File: src/rtl/fp_cvt_arbiter.sv
// fp_cvt_arbiter: shares one combinational int32 -> float32 converter between two requesters.
//   Requester 0 is the integer pipeline (fcvt.s.w), requester 1 the memory-mapped accelerator port.
//   Round-robin arbitration feeds a 2-stage registered pipeline: S1 holds the operand, the
//   converter sits between S1 and S2, and S2 drives the result outputs directly.
//
// Parameters:
//   TAG_W     - width of request/response tag
//   RESET_PTR - requester that holds priority first after reset (0 or 1)
//
// Ports:
//   clk, rst                  - clock, synchronous active-high reset
//   reqK_valid/ready          - request handshake for requester K (K = 0, 1)
//   reqK_data, reqK_tag       - signed int32 operand and tag for requester K
//   res_valid/ready           - result handshake
//   res_data, res_src, res_tag- float32 result, issuing requester, echoed tag
//
// Optional build macro FP_CVT_ARB_STATS_EN adds:
//   cnt0, cnt1    - 32-bit accepted-request counters per requester (wrapping)
//   conflict_cnt  - 16-bit count of cycles with both requesters valid while S1 can accept
module fp_cvt_arbiter #(
  parameter int unsigned TAG_W     = 5,
  parameter int unsigned RESET_PTR = 0
) (
  input  logic             clk,
  input  logic             rst,
  input  logic             req0_valid,
  output logic             req0_ready,
  input  logic [31:0]      req0_data,
  input  logic [TAG_W-1:0] req0_tag,
  input  logic             req1_valid,
  output logic             req1_ready,
  input  logic [31:0]      req1_data,
  input  logic [TAG_W-1:0] req1_tag,
`ifdef FP_CVT_ARB_STATS_EN
  output logic [31:0]      cnt0,
  output logic [31:0]      cnt1,
  output logic [15:0]      conflict_cnt,
`endif
  output logic             res_valid,
  input  logic             res_ready,
  output logic [31:0]      res_data,
  output logic             res_src,
  output logic [TAG_W-1:0] res_tag
);

  // int32 -> float32, round-to-nearest-even. The magnitude is normalised so its leading one
  // sits at bit 31; bits [30:8] are the mantissa and bits [7:0] are what rounding discards.
  // A rounding carry out of the mantissa ripples into the exponent, which is exactly the
  // renormalisation step.
  function automatic logic [31:0] int_to_f32(input logic [31:0] x);
    logic        sign;
    logic [31:0] mag;
    logic [4:0]  msb;
    logic [31:0] norm;
    logic [22:0] mant;
    logic [7:0]  expo;
    logic        guard;
    logic        sticky;
    logic        rnd;
    sign = x[31];
    mag  = sign ? (~x + 32'd1) : x;  // 0x80000000 maps to itself, read as unsigned 2^31
    msb  = 5'd0;
    for (int i = 0; i < 32; i++) begin
      if (mag[i]) msb = 5'(i);
    end
    norm   = mag << (5'd31 - msb);
    mant   = norm[30:8];
    guard  = norm[7];
    sticky = |norm[6:0];
    rnd    = guard & (sticky | mant[0]);
    expo   = 8'd127 + {3'd0, msb};
    if (mag == 32'd0) begin
      int_to_f32 = 32'd0;
    end else begin
      int_to_f32 = {sign, expo, mant} + {31'd0, rnd};
    end
  endfunction

  // Pipeline state
  logic             s1_valid_q, s1_valid_d;
  logic [31:0]      s1_data_q, s1_data_d;
  logic             s1_src_q, s1_src_d;
  logic [TAG_W-1:0] s1_tag_q, s1_tag_d;

  logic             res_valid_q, res_valid_d;
  logic [31:0]      res_data_q, res_data_d;
  logic             res_src_q, res_src_d;
  logic [TAG_W-1:0] res_tag_q, res_tag_d;

  // Round-robin pointer: requester that wins when both are valid
  logic             ptr_q, ptr_d;

  logic             s2_free;
  logic             s1_adv;
  logic             s1_free;
  logic             grant0;
  logic             grant1;
  logic [31:0]      cvt_out;

  assign s2_free = !res_valid_q || res_ready;
  assign s1_adv  = s1_valid_q && s2_free;
  assign s1_free = !s1_valid_q || s1_adv;

  // A lone valid requester always wins; a tie goes to the pointer holder.
  assign grant0 = s1_free && req0_valid && (!req1_valid || (ptr_q == 1'b0));
  assign grant1 = s1_free && req1_valid && (!req0_valid || (ptr_q == 1'b1));

  assign req0_ready = grant0;
  assign req1_ready = grant1;

  assign cvt_out = int_to_f32(s1_data_q);

  always_comb begin
    s1_valid_d  = s1_valid_q;
    s1_data_d   = s1_data_q;
    s1_src_d    = s1_src_q;
    s1_tag_d    = s1_tag_q;
    res_valid_d = res_valid_q;
    res_data_d  = res_data_q;
    res_src_d   = res_src_q;
    res_tag_d   = res_tag_q;
    ptr_d       = ptr_q;

    // S1: refill whenever it empties or advances; keep old operand bits if nothing is granted
    if (s1_free) begin
      s1_valid_d = grant0 || grant1;
      if (grant1) begin
        s1_data_d = req1_data;
        s1_src_d  = 1'b1;
        s1_tag_d  = req1_tag;
      end else if (grant0) begin
        s1_data_d = req0_data;
        s1_src_d  = 1'b0;
        s1_tag_d  = req0_tag;
      end
    end

    // S2: load the converted result, or empty out once the consumer has taken it
    if (s1_adv) begin
      res_valid_d = 1'b1;
      res_data_d  = cvt_out;
      res_src_d   = s1_src_q;
      res_tag_d   = s1_tag_q;
    end else if (res_ready) begin
      res_valid_d = 1'b0;
    end

    // Priority passes to the requester that was not just served
    if (grant0) begin
      ptr_d = 1'b1;
    end else if (grant1) begin
      ptr_d = 1'b0;
    end
  end

  always_ff @(posedge clk) begin
    if (rst) begin
      s1_valid_q  <= 1'b0;
      s1_data_q   <= 32'd0;
      s1_src_q    <= 1'b0;
      s1_tag_q    <= '0;
      res_valid_q <= 1'b0;
      res_data_q  <= 32'd0;
      res_src_q   <= 1'b0;
      res_tag_q   <= '0;
      ptr_q       <= 1'(RESET_PTR);
    end else begin
      s1_valid_q  <= s1_valid_d;
      s1_data_q   <= s1_data_d;
      s1_src_q    <= s1_src_d;
      s1_tag_q    <= s1_tag_d;
      res_valid_q <= res_valid_d;
      res_data_q  <= res_data_d;
      res_src_q   <= res_src_d;
      res_tag_q   <= res_tag_d;
      ptr_q       <= ptr_d;
    end
  end

  assign res_valid = res_valid_q;
  assign res_data  = res_data_q;
  assign res_src   = res_src_q;
  assign res_tag   = res_tag_q;

`ifdef FP_CVT_ARB_STATS_EN
  logic [31:0] cnt0_q;
  logic [31:0] cnt1_q;
  logic [15:0] conflict_cnt_q;

  always_ff @(posedge clk) begin
    if (rst) begin
      cnt0_q         <= 32'd0;
      cnt1_q         <= 32'd0;
      conflict_cnt_q <= 16'd0;
    end else begin
      if (grant0) cnt0_q <= cnt0_q + 32'd1;
      if (grant1) cnt1_q <= cnt1_q + 32'd1;
      if (req0_valid && req1_valid && s1_free) conflict_cnt_q <= conflict_cnt_q + 16'd1;
    end
  end

  assign cnt0         = cnt0_q;
  assign cnt1         = cnt1_q;
  assign conflict_cnt = conflict_cnt_q;
`endif

endmodule
File: config.mk
export PLATFORM = sky130hd
export DESIGN_NAME = fp_cvt_arbiter
export DESIGN_NICKNAME = d
export VERILOG_FILES = /design/src/rtl/fp_cvt_arbiter.sv
export SDC_FILE = /design/constraint.sdc
export NUM_CORES = 1
export LEC_CHECK = 0
export BUFFER_PORTS_ARGS = -buffer_cell sky130_fd_sc_hd__buf_2
export CORE_ASPECT_RATIO = 2
export CORE_MARGIN = 2
export CORE_UTILIZATION = 59
export DETAILED_ROUTE_END_ITERATION = 12
export PLACE_DENSITY_LB_ADDON = 0.2
export SLEW_MARGIN = 0
export SYNTH_ARGS = -nofsm -noshare
export SYNTH_HDL_FRONTEND = slang
export SYNTH_SLANG_ARGS = --single-unit
File: constraint.sdc
create_clock -name clk -period 7.35 [get_ports clk]
set_clock_uncertainty 0.1 [all_clocks]
set_input_delay 1.47 -clock clk [delete_from_list [all_inputs] [get_ports clk]]
set_output_delay 1.47 -clock clk [all_outputs]
set_load 0.05 [all_outputs]
# Word level (Yosys, flattened, before mapping)
# Index checks and enable logic that the tools add are counted.
[op_classes] add_sub_neg=4 shifts=1 n_mux=43 n_bitwise=4 n_reduce_logical=19
[ops] cell="$mux 5" n=31
[ops] cell="$mux 32" n=4
[ops] cell="$add 32x1->32" n=1
[ops] cell="$add 32x1->32 const B" n=1
[ops] cell="$logic_not 32->1" n=1
[ops] cell="$not 32->32" n=1
[ops] cell="$shl 32x5->31" n=1
[ops] cell="$add 7x5->8 const A" n=1
[ops] cell="$mux 1" n=7
[ops] cell="$reduce_or 7->1" n=1
[ops] cell="$logic_and 1x1->1" n=5
[ops] cell="$logic_or 1x1->1" n=5
[ops] cell="$sub 5x5->5 const A" n=1
[ops] cell="$logic_not 1->1" n=4
[ops] cell="$reduce_bool 2->1" n=2
[ops] cell="$mux 2" n=1
[ops] cell="$reduce_and 2->1" n=1
[ops] cell="$and 1x1->1" n=1
[ops] cell="$not 1->1" n=1
[ops] cell="$or 1x1->1" n=1
[word_totals] ff_bits=79

# Logic depth before layout (Yosys ltp)
[depth] depth_word=41 depth_mapped=25 ltp_nobuf=19

# Least setup slack after synthesis
# OpenSTA, ideal clock, no wires.
[synth_timing] kind="register to register" start="register s1_data_q[3]" end="register res_data_q[27] (netlist: res_data[27])" t_arrival_ps=5249 required_time_ps=7133 slack_ps=1884 path_stages_with_launch=22 n_path_buf=4 synth_period_minus_slack_ps=5466 cell_sequence="dfxtp_1 buf_6 or4_1 buf_2 or3_4 or4b_1 a211o_1 o21a_1 a221oi_2 o21ai_4 inv_4 buf_8 mux2_2 a221oi_2 o31ai_1 a32oi_1 nand2b_1 or4b_1 buf_2 nor3b_2 nand3_1 a22o_1"
[synth_via] elab_chain_len=39 word_cells_on_any_way=41 classes_between="add/sub (4); shift (1); mux (31); bitwise (3); reduce/logical (2)"
[synth_lines] item="from (decl)" line="81" source="logic [31:0] s1_data_q, s1_data_d;"
[synth_lines] item="from (signal assigned)" line="169" source="s1_data_q <= s1_data_d;"
[synth_lines] item="$not 32->32" line="61" source="mag = sign ? (~x + 32'd1) : x;"
[synth_lines] item="$add 32x1->32" line="61"
[synth_lines] item="$mux 32 *" line="61"
[synth_lines] item="$mux 5 (29 in series)" line="64" source="if (mag[i]) msb = 5'(i);"
[synth_lines] item="$sub 5x5->5" line="66" source="norm = mag << (5'd31 - msb);"
[synth_lines] item="$shl 32x5->31" line="66"
[synth_lines] item="$reduce_or 7->1" line="69" source="sticky = |norm[6:0];"
[synth_lines] item="$or 1x1->1" line="70" source="rnd = guard & (sticky | mant[0]);"
[synth_lines] item="$and 1x1->1" line="70"
[synth_lines] item="$add 32x1->32" line="75" source="int_to_f32 = {sign, expo, mant} + {31'd0, rnd};"
[synth_lines] item="$mux 32 *" line="72" source="if (mag == 32'd0) begin"
[synth_lines] item="to (signal assigned)" line="173" source="res_data_q <= res_data_d;"
[synth_lines] item="to (decl)" line="86" source="logic [31:0] res_data_q, res_data_d;"
# Every way passes the cells marked *; elsewhere a longest branch is shown, timed or not.
# A chain may end at the register's enable or synchronous reset.

# Worst setup path in the final report
[layout_timing] start="register s1_data_q[0]" end="register res_data_q[13] (netlist: res_data[13])"
[layout_via] elab_chain_len=41 word_cells_on_any_way=42 classes_between="add/sub (3); shift (1); mux (33); bitwise (3); reduce/logical (2)"
[layout_lines] item="$not 32->32" line="61"
[layout_lines] item="$add 32x1->32" line="61"
[layout_lines] item="$mux 32 *" line="61"
[layout_lines] item="$mux 1" line="64"
[layout_lines] item="$mux 2" line="64"
[layout_lines] item="$mux 5 (29 in series)" line="64"
[layout_lines] item="$sub 5x5->5" line="66"
[layout_lines] item="$shl 32x5->31" line="66"
[layout_lines] item="$reduce_or 7->1" line="69"
[layout_lines] item="$or 1x1->1" line="70"
[layout_lines] item="$and 1x1->1" line="70"
[layout_lines] item="$add 32x1->32" line="75"
[layout_lines] item="$mux 32 *" line="72"
# Marked as above.

==> out/metrics.yaml <==
run_status:
  run_status: "completed"
logic_synthesis:
  synthesis.area_sq_um: 7970
  synth-main-ff-cell: "dfxtp_1"
  syn_nets: 1180
  avgSynthCellArea_sq_um: 7.26
  yosysSeqAreaShare: 0.198
  yosys.area.top_type_share: 0.198
  async_flop_share: 0
  ys_seq_elements: 79
  ys_types: 107
  synth-edff-count: 0
  yosys_warnings: 0
  syn_inst: 1098
  ys_top_cells_by_area: "dfxtp_1, nand2_1, nor2_1"
  synth.largest_area_cell: "dfxtp_1"
timing:
  worst_pin_slew_ns: 1.09
  setup_viol: 0
  maxSlewViolCount: 0
  max_freq_ghz: 0.153
  rsz0062_at_grt: "false"
  hold_viol: 0
  setup_tns_ns: 0
  fin_crit_sh: 0.887
  max_slew_margin: 0.271
  min_period_ns: 6.52
  fin_ws_ns: 0.833
pwr:
  p_sw_uw: 1290
  irDropWorstVdd_v: 0.000158
  leakage_uw: 0.00344
  power.density_nw_per_um2: 290
  pwr-share-comb: 0.604
  power.total_uw: 2580
  p_int_uw: 1300
  netSwitchingFraction: 0.498
  p_seq_frac: 0.210
  pwr-share-clk: 0.187
placed_design:
  hpwlAfterDp_um: 21500
  portBuffers: 119
  pre_cts_ws_ns: 1.02
  gp_congestion: 1.11
cells_and_area:
  drive_gt1_frac: 0.204
  antennaDiodeCount: 0
  area_growth_pct: 11.7
  nets: 1251
routing:
  via_per_inst: 6.81
  wl_per_cell_um: 21.4
  drt_iter0_drc: 701
  final_antenna_net_count: 0
  via_count: 9050
  drc: 0
  dr.pass1.iters: 9
  totalWireLength_um: 28500
clock_tree:
  insertion_delay_ns: 0.35
  clock_sinks: 79
  clkTransAtPathRegs_ns: 0.07
  htreeDepth: 3
  cts.path.max_buffers: 2
  cts_resized: 0
  root_buffer: "clkbuf_16"
  cts_setup_buffers: 0
  cts_tree: "built"
  cts_hold_buffers: 0
  numCtsBuffers: 9
floorplan:
  die_x_um: 86.2
  dieArea_sq_um: 14500
  floorplan.initialDensity: 0.596
  die_h_um: 168
  io_pins: 120
  rows: 60
  core_area_sq_um: 13400
grt:
  grt_pass1_wl_um: 44500
  grt_use_total: 0.390
  grt_max_degree: 77
  grt_pass1_vias: 8564
  antenna_found_initial: 0
  grt_overflow: 0
min_path:
  min_path_type: "flop to flop"
  holdPathStages: 2
  hold_start: "res_data[25]$_SDFFE_PP0P_"
  min_to: "res_data[25]$_SDFFE_PP0P_"
critical_path:
  reg2regPathDepth: 19
  cp-start-kind: "flop"
  r2r-end: "res_data[13]$_SDFFE_PP0P_"
  cp.arrival_ns: 6.66
  critPathKind: "flop to flop"
  path_max_fanout: 31
  crit_required_ns: 7.50
  r2r-start: "s1_data_q[0]$_SDFFE_PP0P_"
  ff2ff_setup_slack_ns: 0.83
  end_kind: "flop"
run:
  maxCapViolCount: 0
[registers in the layout, summed over array words and instances, names as in the netlist]
| name | cells |
|---|---|
| res_data | 32 |
| s1_data_q | 32 |
| res_tag | 5 |
| s1_tag_q | 5 |
| ptr_q | 1 |
| res_src | 1 |
| res_valid | 1 |
| s1_src_q | 1 |
| s1_valid_q | 1 |
[power groups by stage]
stage | Clock (uW) | Sequential, uW | Combinational (uW)
floorplan | 0 | 615 | 1020
global placement | 0 | 548 | 1490
detailed placement | 0 | 551 | 1490
CTS | 487 | 541 | 1490
global route | 508 | 551 | 1650
finish | 482 | 542 | 1560
[worst max-delay path by stage]
stage | start | to | slack, ns | cells after the start
after global routing | s1_data_q[0]$_SDFFE_PP0P_ | res_data[25]$_SDFFE_PP0P_ | 0.54 | 18
final | s1_data_q[0]$_SDFFE_PP0P_ | res_data[13]$_SDFFE_PP0P_ | 0.83 | 19
after global placement | s1_data_q[0]$_SDFFE_PP0P_ | res_data[26]$_SDFFE_PP0P_ | 1.12 | 20
after detailed placement | s1_data_q[0]$_SDFFE_PP0P_ | res_data[26]$_SDFFE_PP0P_ | 1.02 | 20
after CTS | s1_data_q[3]$_SDFFE_PP0P_ | res_data[26]$_SDFFE_PP0P_ | 0.99 | 17
after floorplan | s1_data_q[3]$_SDFFE_PP0P_ | res_data[27]$_SDFFE_PP0P_ | 1.88 | 21
[cell usage after synthesis (6+ instances only)]
cell type,number
xnor2_1,33
o21a_1,9
mux2i_1,30
mux2_2,13
a22oi_1,13
a21oi_1,37
nand2_1,177
or2_2,9
clkbuf_1,57
a211oi_1,7
o21ai_0,43
o22ai_1,11
o41ai_1,6
inv_1,15
a2111oi_0,7
a311oi_1,39
nor2b_1,9
buf_2,14
o31ai_1,17
or3_1,14
or4_1,11
xor2_1,23
nand4_1,6
a41oi_1,6
nor3_1,38
nor2_1,116
nand2b_1,9
o21ai_1,16
o211ai_1,11
and2_1,7
nor4_1,18
dfxtp_1,79
a31oi_1,7
nand3_1,29
a32oi_1,9
buf_1,12
[cell families after synthesis]
family	synth area share
AO/OA/AOI/OAI	0.303
XOR/XNOR	0.0636
flip-flops	0.198
adder cells (fa/ha/maj)	0.00471
multiplexers	0.0650
buffers and inverters	0.0625
AND/OR/NAND/NOR	0.303
[routing by layer]
layer	vias to the layer above	GRT usage	wire [um]
li1	4268	-	-
met1	4173	0.390	9710
met2	440	0.685	14600
met3	169	0.0819	1760
met4	0	0.292	2390
met5	-	0.00727	0
[cell usage in the layout, fill, tap and decap left out, types with 6 or more instances in the layout]
| master | n |
|---|---|
| mux2i_1 | 30 |
| buf_2 | 119 |
| or4_1 | 11 |
| a2111oi_0 | 7 |
| nor4_1 | 18 |
| o21ai_1 | 16 |
| o41ai_1 | 6 |
| mux2_2 | 13 |
| nand3_1 | 28 |
| a31oi_1 | 7 |
| a211oi_1 | 7 |
| dfxtp_1 | 78 |
| a22oi_1 | 13 |
| o21ai_0 | 43 |
| a41oi_1 | 6 |
| xor2_1 | 23 |
| nand4_1 | 6 |
| a311oi_1 | 39 |
| a32oi_1 | 9 |
| o31ai_1 | 17 |
| a21oi_1 | 37 |
| nor2_1 | 115 |
| o22ai_1 | 11 |
| or3_1 | 14 |
| clkbuf_16 | 9 |
| o211ai_1 | 11 |
| inv_1 | 15 |
| nand2_1 | 177 |
| nor2b_1 | 9 |
| and2_1 | 7 |
| or2_2 | 9 |
| o21a_1 | 9 |
| xnor2_1 | 33 |
| nor3_1 | 38 |
| nand2b_1 | 9 |
| buf_4 | 33 |
[area by class of cell]
class | count | area [sq um]
Fill cell | 1267 | 4460
Clock inverter | 6 | 76.3
Inverter | 17 | 66.3
Multi-Input combinational cell | 910 | 5900
Tap cell | 155 | 194
Clock buffer | 10 | 239
Sequential cell | 79 | 1580
Timing Repair Buffer | 152 | 843
[through the flow]
stage	std cells	instance area, sq um	util	hold WS (ns)
floorplan	1098	7970	-	0.332
finish	1329	8900	0.666	0.345
detailed placement	1313	8580	0.642	0.336
CTS	1329	8900	0.666	0.350
global route	1329	8900	0.666	0.366
global placement	1313	8580	0.642	0.329
[worst max-delay path, stage by stage (launching register included)]
cell and delay (ns):
dfxtp_1 0.41, inv_1 0.18, ha_1 0.26, nor2b_1 0.41, nand3_1 0.36, or4_1 0.68, a21oi_1 0.17, o211ai_1 0.26
a21oi_1 0.36, o21ai_4 0.20, inv_4 0.35, o221ai_1 0.38, mux2i_1 0.48, o22a_1 0.38, and2_1 0.19, o21ai_1 0.13
or4_4 0.57, nor3_4 0.16, xnor2_1 0.10, a32o_1 0.25
No activity file was read; power rests on OpenSTA's default activity.
